<file path="src/rtl/ps2_key_decoder.sv">
// PS/2 keyboard receiver and scan-code decoder.
// Deserialises 11-bit PS/2 frames, tracks the E0 (extended) and F0 (break)
// prefixes, and produces a 9-bit key code, make/break strobes, a frame error
// strobe and level "pressed" flags for keypad 4/5/6.
module ps2_key_decoder #(
    parameter int          TIMEOUT_CYCLES = 50000,
    parameter logic [8:0]  KEY_LEFT_CODE  = 9'h06B,
    parameter logic [8:0]  KEY_MID_CODE   = 9'h073,
    parameter logic [8:0]  KEY_RIGHT_CODE = 9'h074
) (
    input  logic       clk,
    input  logic       reset,
    input  logic       ps2_clk,
    input  logic       ps2_dat,
    output logic [8:0] key_code,
    output logic       make,
    output logic       breakk,
    output logic       frame_err,
    output logic       key4_pressed,
    output logic       key5_pressed,
    output logic       key6_pressed
);

    localparam int             TW    = (TIMEOUT_CYCLES > 2) ? $clog2(TIMEOUT_CYCLES) : 1;
    localparam logic [TW-1:0]  TLAST = TW'(TIMEOUT_CYCLES - 1);

    typedef enum logic [2:0] {
        S_IDLE,
        S_START,
        S_DATA,
        S_PARITY,
        S_STOP
    } state_t;

    state_t        state, state_next;
    logic          clk_s1, clk_s2, clk_prev;
    logic          dat_s1, dat_s2;
    logic          fall;
    logic [2:0]    bit_cnt;
    logic [7:0]    shift_reg;
    logic          par_bit;
    logic [TW-1:0] tcnt;
    logic          ext_pending, brk_pending;
    logic          timeout, frame_done, good_frame;
    logic [8:0]    code;

    assign fall       = clk_prev & ~clk_s2;
    assign good_frame = dat_s2 & (^shift_reg ^ par_bit);
    assign code       = {ext_pending, shift_reg};

    // Two-flop synchronisers for the raw PS/2 lines plus the edge-detect history.
    always_ff @(posedge clk) begin
        // NOTE: synchroniser flops reset to the idle-high line level so that
        // leaving reset can never fabricate a falling edge on ps2_clk.
        if (reset) begin
            clk_s1   <= 1'b1;
            clk_s2   <= 1'b1;
            clk_prev <= 1'b1;
            dat_s1   <= 1'b1;
            dat_s2   <= 1'b1;
        end else begin
            // NOTE: non-blocking assignments make every flop sample the old
            // value of its neighbour, which is what builds the shift chain.
            clk_s1   <= ps2_clk;
            clk_s2   <= clk_s1;
            clk_prev <= clk_s2;
            dat_s1   <= ps2_dat;
            dat_s2   <= dat_s1;
        end
    end

    // Receive FSM state register.
    always_ff @(posedge clk) begin
        if (reset) state <= S_IDLE;
        else       state <= state_next;
    end

    // Receive FSM next-state logic; a timeout overrides any other transition.
    always_comb begin
        // NOTE: defaults first so every path assigns every output (no latches).
        state_next = state;
        timeout    = 1'b0;
        frame_done = 1'b0;
        if (state != S_IDLE && !fall && tcnt == TLAST) begin
            timeout    = 1'b1;
            state_next = S_IDLE;
        end else begin
            unique case (state)
                S_IDLE:   if (fall && !dat_s2) state_next = S_START;
                S_START:  state_next = S_DATA;
                S_DATA:   if (fall && bit_cnt == 3'd7) state_next = S_PARITY;
                S_PARITY: if (fall) state_next = S_STOP;
                S_STOP: begin
                    if (fall) begin
                        frame_done = 1'b1;
                        state_next = S_IDLE;
                    end
                end
                default:  state_next = S_IDLE;
            endcase
        end
    end

    // Frame datapath, prefix tracking, strobes and pressed flags.
    always_ff @(posedge clk) begin
        if (reset) begin
            bit_cnt      <= '0;
            shift_reg    <= '0;
            par_bit      <= 1'b0;
            tcnt         <= '0;
            ext_pending  <= 1'b0;
            brk_pending  <= 1'b0;
            key_code     <= '0;
            make         <= 1'b0;
            breakk       <= 1'b0;
            frame_err    <= 1'b0;
            key4_pressed <= 1'b0;
            key5_pressed <= 1'b0;
            key6_pressed <= 1'b0;
        end else begin
            make      <= 1'b0;
            breakk    <= 1'b0;
            frame_err <= 1'b0;

            if (state == S_IDLE || fall || timeout) tcnt <= '0;
            else                                    tcnt <= tcnt + 1'b1;

            if (state == S_START) bit_cnt <= '0;
            if (state == S_DATA && fall) begin
                shift_reg <= {dat_s2, shift_reg[7:1]};
                bit_cnt   <= bit_cnt + 3'd1;
            end
            if (state == S_PARITY && fall) par_bit <= dat_s2;

            if (timeout) frame_err <= 1'b1;

            if (frame_done) begin
                if (!good_frame) begin
                    frame_err   <= 1'b1;
                    ext_pending <= 1'b0;
                    brk_pending <= 1'b0;
                end else if (shift_reg == 8'hE0) begin
                    ext_pending <= 1'b1;
                end else if (shift_reg == 8'hF0) begin
                    brk_pending <= 1'b1;
                end else begin
                    key_code    <= code;
                    ext_pending <= 1'b0;
                    brk_pending <= 1'b0;
                    if (brk_pending) begin
                        breakk <= 1'b1;
                        if (code == KEY_LEFT_CODE)  key4_pressed <= 1'b0;
                        if (code == KEY_MID_CODE)   key5_pressed <= 1'b0;
                        if (code == KEY_RIGHT_CODE) key6_pressed <= 1'b0;
                    end else begin
                        make <= 1'b1;
                        if (code == KEY_LEFT_CODE)  key4_pressed <= 1'b1;
                        if (code == KEY_MID_CODE)   key5_pressed <= 1'b1;
                        if (code == KEY_RIGHT_CODE) key6_pressed <= 1'b1;
                    end
                end
            end
        end
    end

endmodule

</file>
<file path="config.mk">
export PLATFORM = sky130hd
export DESIGN_NAME = ps2_key_decoder
export DESIGN_NICKNAME = d
export VERILOG_FILES = /design/src/rtl/ps2_key_decoder.sv
export SDC_FILE = /design/constraint.sdc
export NUM_CORES = 1
export LEC_CHECK = 0
export BUFFER_PORTS_ARGS = -buffer_cell sky130_fd_sc_hd__clkbuf_2
export CAP_MARGIN = 20
export CELL_PAD_IN_SITES_DETAIL_PLACEMENT = 1
export CELL_PAD_IN_SITES_GLOBAL_PLACEMENT = 2
export CORE_MARGIN = 2
export CORE_UTILIZATION = 40
export DETAILED_ROUTE_END_ITERATION = 10
export PLACE_DENSITY_LB_ADDON = 0.1
export SYNTH_ARGS = -nofsm -noshare
export SYNTH_HDL_FRONTEND = slang
export SYNTH_SLANG_ARGS = --single-unit
</file>
<file path="constraint.sdc">
create_clock -name clk -period 4.35 [get_ports clk]
set_input_delay 0 -clock clk [delete_from_list [all_inputs] [get_ports clk]]
set_output_delay 0 -clock clk [all_outputs]
set_load 0.02 [all_outputs]
</file>
==> impl_metrics.py <==
metrics = {
    "die": {
        "start_util_pct": 41.8,
        "io_pins": 19,
        "core_area_mm2": 0.00599,
        "die_h_um": 83.1,
        "die_area_mm2": 0.00691,
        "rows": 28,
        "fp.dieW_um": 83.1,
    },
    "worst_setup_path": {
        "crit_path_max_fanout": 9,
        "crit_chain": "inv_1 -> ha_1 -> xnor3_1 -> xor2_1 -> nor4_2 -> buf_4 -> mux2i_1",
        "worstPathRequired_ns": 4.59,
        "crit_family": "XOR/XNOR gates",
        "arrival_ns": 2.59,
        "rr_worst_depth": 7,
        "max_stage_delay_ns": 0.42,
        "crit_buf_inv": 2,
        "r2r-start": "shift_reg[1]",
        "r2r_setup_slack_ns": 2.00,
        "cp_slowest_cell": "dfxtp_1",
        "rr_endpoint": "key_code[0]",
        "cp-start-kind": "flip-flop",
        "crit_type": "reg -> reg",
        "endpoint_kind": "flip-flop",
    },
    "place": {
        "dpl.cell_count": 350,
        "routabilityCongestion": 0.711,
        "port_buffers": 18,
        "hpwl_mm": 3.68,
        "dpl-instance-area_mm2": 0.00264,
        "dp_slack_ns": 2.03,
    },
    "timing": {
        "hold_slack_ns": 0.408,
        "setup_tns_ns": 0,
        "finalCriticalPeriod_ns": 2.35,
        "finalMaxSlewViolations": 0,
        "hold_viol": 0,
        "fin_crit_sh_pct": 54.0,
        "slew_headroom_pct": 44.6,
        "grt_setup_unrepaired": "no",
        "clock_skew_ns": 0.00726,
        "tightest_slew_ns": 0.831,
        "max_clock_freq_ghz": 0.426,
        "setup_viol_count_final": 0,
        "fin_ws_ns": 2.00,
    },
    "logic_synthesis": {
        "ys_types": 41,
        "synth_area_mm2": 0.00250,
        "synth_edf_count": 0,
        "netlist.area_leader.share_pct": 42.4,
        "synth_top_area_cell": "dfxtp_1",
        "synth_cells": 267,
        "seq_area_frac_synth_pct": 42.4,
        "synth_area_leaders": "dfxtp_1 42%, mux2i_1 8.8%, ha_1 6.0%, nand2b_1 5.7%, nor2_1 4.9%",
        "synth_fp_nets": 283,
        "async_flop_share_pct": 0,
        "ys_warn_count": 0,
        "ys_ff_latch": 53,
        "avgSynthCellArea_um2": 9.38,
        "synth_flop_cell": "dfxtp_1",
    },
    "detailed_routing": {
        "drt.antenna.violating_nets": 0,
        "vias": 1866,
        "drtPass1Iterations": 4,
        "drt_first_iter_violations": 53,
        "viasPerCell": 5.18,
        "drc_errors": 0,
        "wl_per_cell_um": 14.5,
        "wirelength_mm": 5.21,
    },
    "cts": {
        "max-clock-path-buffers": 2,
        "clk_latency_ns": 0.31,
        "cts_tree": "built",
        "h-tree-depth": 2,
        "cts_setup_buffers": 0,
        "clk_pin_slew_ns": 0.10,
        "root_buffer": "clkbuf_8",
        "clkSinkCount": 53,
        "numCtsBuffers": 5,
    },
    "final_layout": {
        "fin_nets": 300,
        "syn_to_final_growth_pct": 11.7,
        "fill_cells": 696,
        "final_common_cell": "dfxtp_1",
        "layout_common_cells": "53 x dfxtp_1, 33 x nor2_1, 23 x nand2b_1",
        "fin_util_pct": 46.7,
        "final_cells": 360,
        "final_area_mm2": 0.00280,
        "drive_above_1_share_pct": 13.7,
        "largest_register_ffs": 16,
        "diodes": 0,
    },
    "global_routing": {
        "globalRouteOverflowTotal": 0,
        "grt_pass1_wl_mm": 9.14,
        "grt_pass1_vias": 1925,
        "grt_max_degree": 49,
        "grt_antenna_before_repair": 0,
        "grtUsageTotal_pct": 15.9,
    },
    "power_and_ir_drop": {
        "switchingPower_uw": 179,
        "swShare_pct": 19.8,
        "peakVddDrop_mv": 0.146,
        "p_total_uw": 902,
        "p_clk_share_pct": 43.9,
        "p_comb_share_pct": 1.9,
        "p_per_area_mw_per_mm2": 322,
        "p_int_uw": 723,
        "p_leak_nw": 0.944,
        "pwr-share-seq_pct": 54.2,
    },
    "worst_hold_path": {
        "hold_path.class": "in -> reg",
        "min_to": "dat_s1",
        "worstHoldPathCells": 3,
        "worstHoldStart": "ps2_dat",
    },
    "run_status": {
        "status": "complete, no violations",
    },
    "flow_run": {
        "drv_cap": 0,
    },
}
## cell usage after synthesis, drive strengths merged, types with 2 or more instances
master / count
nor3: 3
ha: 12
nor4bb: 3
inv: 11
nand3: 11
buf: 4
nand2: 10
nor2: 33
nor3b: 3
or4: 4
xor2: 4
nand4: 6
nor4b: 3
or3: 4
clkbuf: 8
xnor2: 10
a22oi: 2
nand2b: 23
nor4: 7
o21ai: 4
dfxtp: 53
or2: 6
a21oi: 6
nor2b: 2
o31ai: 2
mux2i: 22
## cell type report
cell class | instances | area, um^2 | share of cell area, %
Tap cell | 75 | 93.8 | 3.35
Multi-Input combinational cell | 191 | 1340 | 48.0
Clock inverter | 3 | 65.1 | 2.33
Timing Repair Buffer | 22 | 125 | 4.47
Inverter | 11 | 41.3 | 1.48
Clock buffer | 5 | 68.8 | 2.46
Sequential cell | 53 | 1060 | 37.9
## power by group through the flow
stage / clock [mW] / sequential [mW] / combinational, mW
finish: 0.396 / 0.489 / 0.0173
global route: 0.425 / 0.489 / 0.0193
CTS: 0.409 / 0.489 / 0.0175
detailed placement: 0 / 0.500 / 0.0161
global placement: 0 / 0.500 / 0.0159
floorplan: 0 / 0.499 / 0.0127
## worst max-delay path by stage
| stage | startpoint | endpoint | slack (ns) | cells after the start |
|---|---|---|---|---|
| global route | shift_reg[1] | key_code[0] | 1.86 | 7 |
| global placement | shift_reg[1] | key_code[2] | 2.18 | 7 |
| CTS | shift_reg[1] | key_code[0] | 1.98 | 7 |
| floorplan | shift_reg[1] | key_code[0] | 2.34 | 7 |
| finish | shift_reg[1] | key_code[0] | 2.00 | 7 |
| detailed placement | shift_reg[1] | key_code[0] | 2.03 | 7 |
## metal layers
| metal | wire, um | vias to the layer above | GRT usage (%) |
|---|---|---|---|
| met3 | 149 | 7 | 3.78 |
| met5 | 0 | - | 0 |
| met1 | 2840 | 884 | 22.7 |
| met4 | 74 | 0 | 4.92 |
| met2 | 2150 | 22 | 23.8 |
| li1 | - | 953 | - |
## tightest hold or removal path: stages
cell,delay [ns]
dlygate4sd3_1,0.52
clkbuf_2,0.09
or2_2,0.08
## cells by family after synthesis
family | Yosys count | share of synthesized area, %
AOI/OAI and AO/OA | 19 | 4.70
xor gates and xnor gates | 15 | 5.80
adders and majority gates | 12 | 6.00
buffers and inverters | 23 | 4.25
DFF | 53 | 42.4
muxes | 22 | 8.80
and+or+nand+nor | 123 | 28.1
## what timing repair did
action	CTS	global route
gates resized for setup	0	0
hold buffers	2	0
endpoints found under the hold margin	2	0
(Power assumes the default switching activity.)
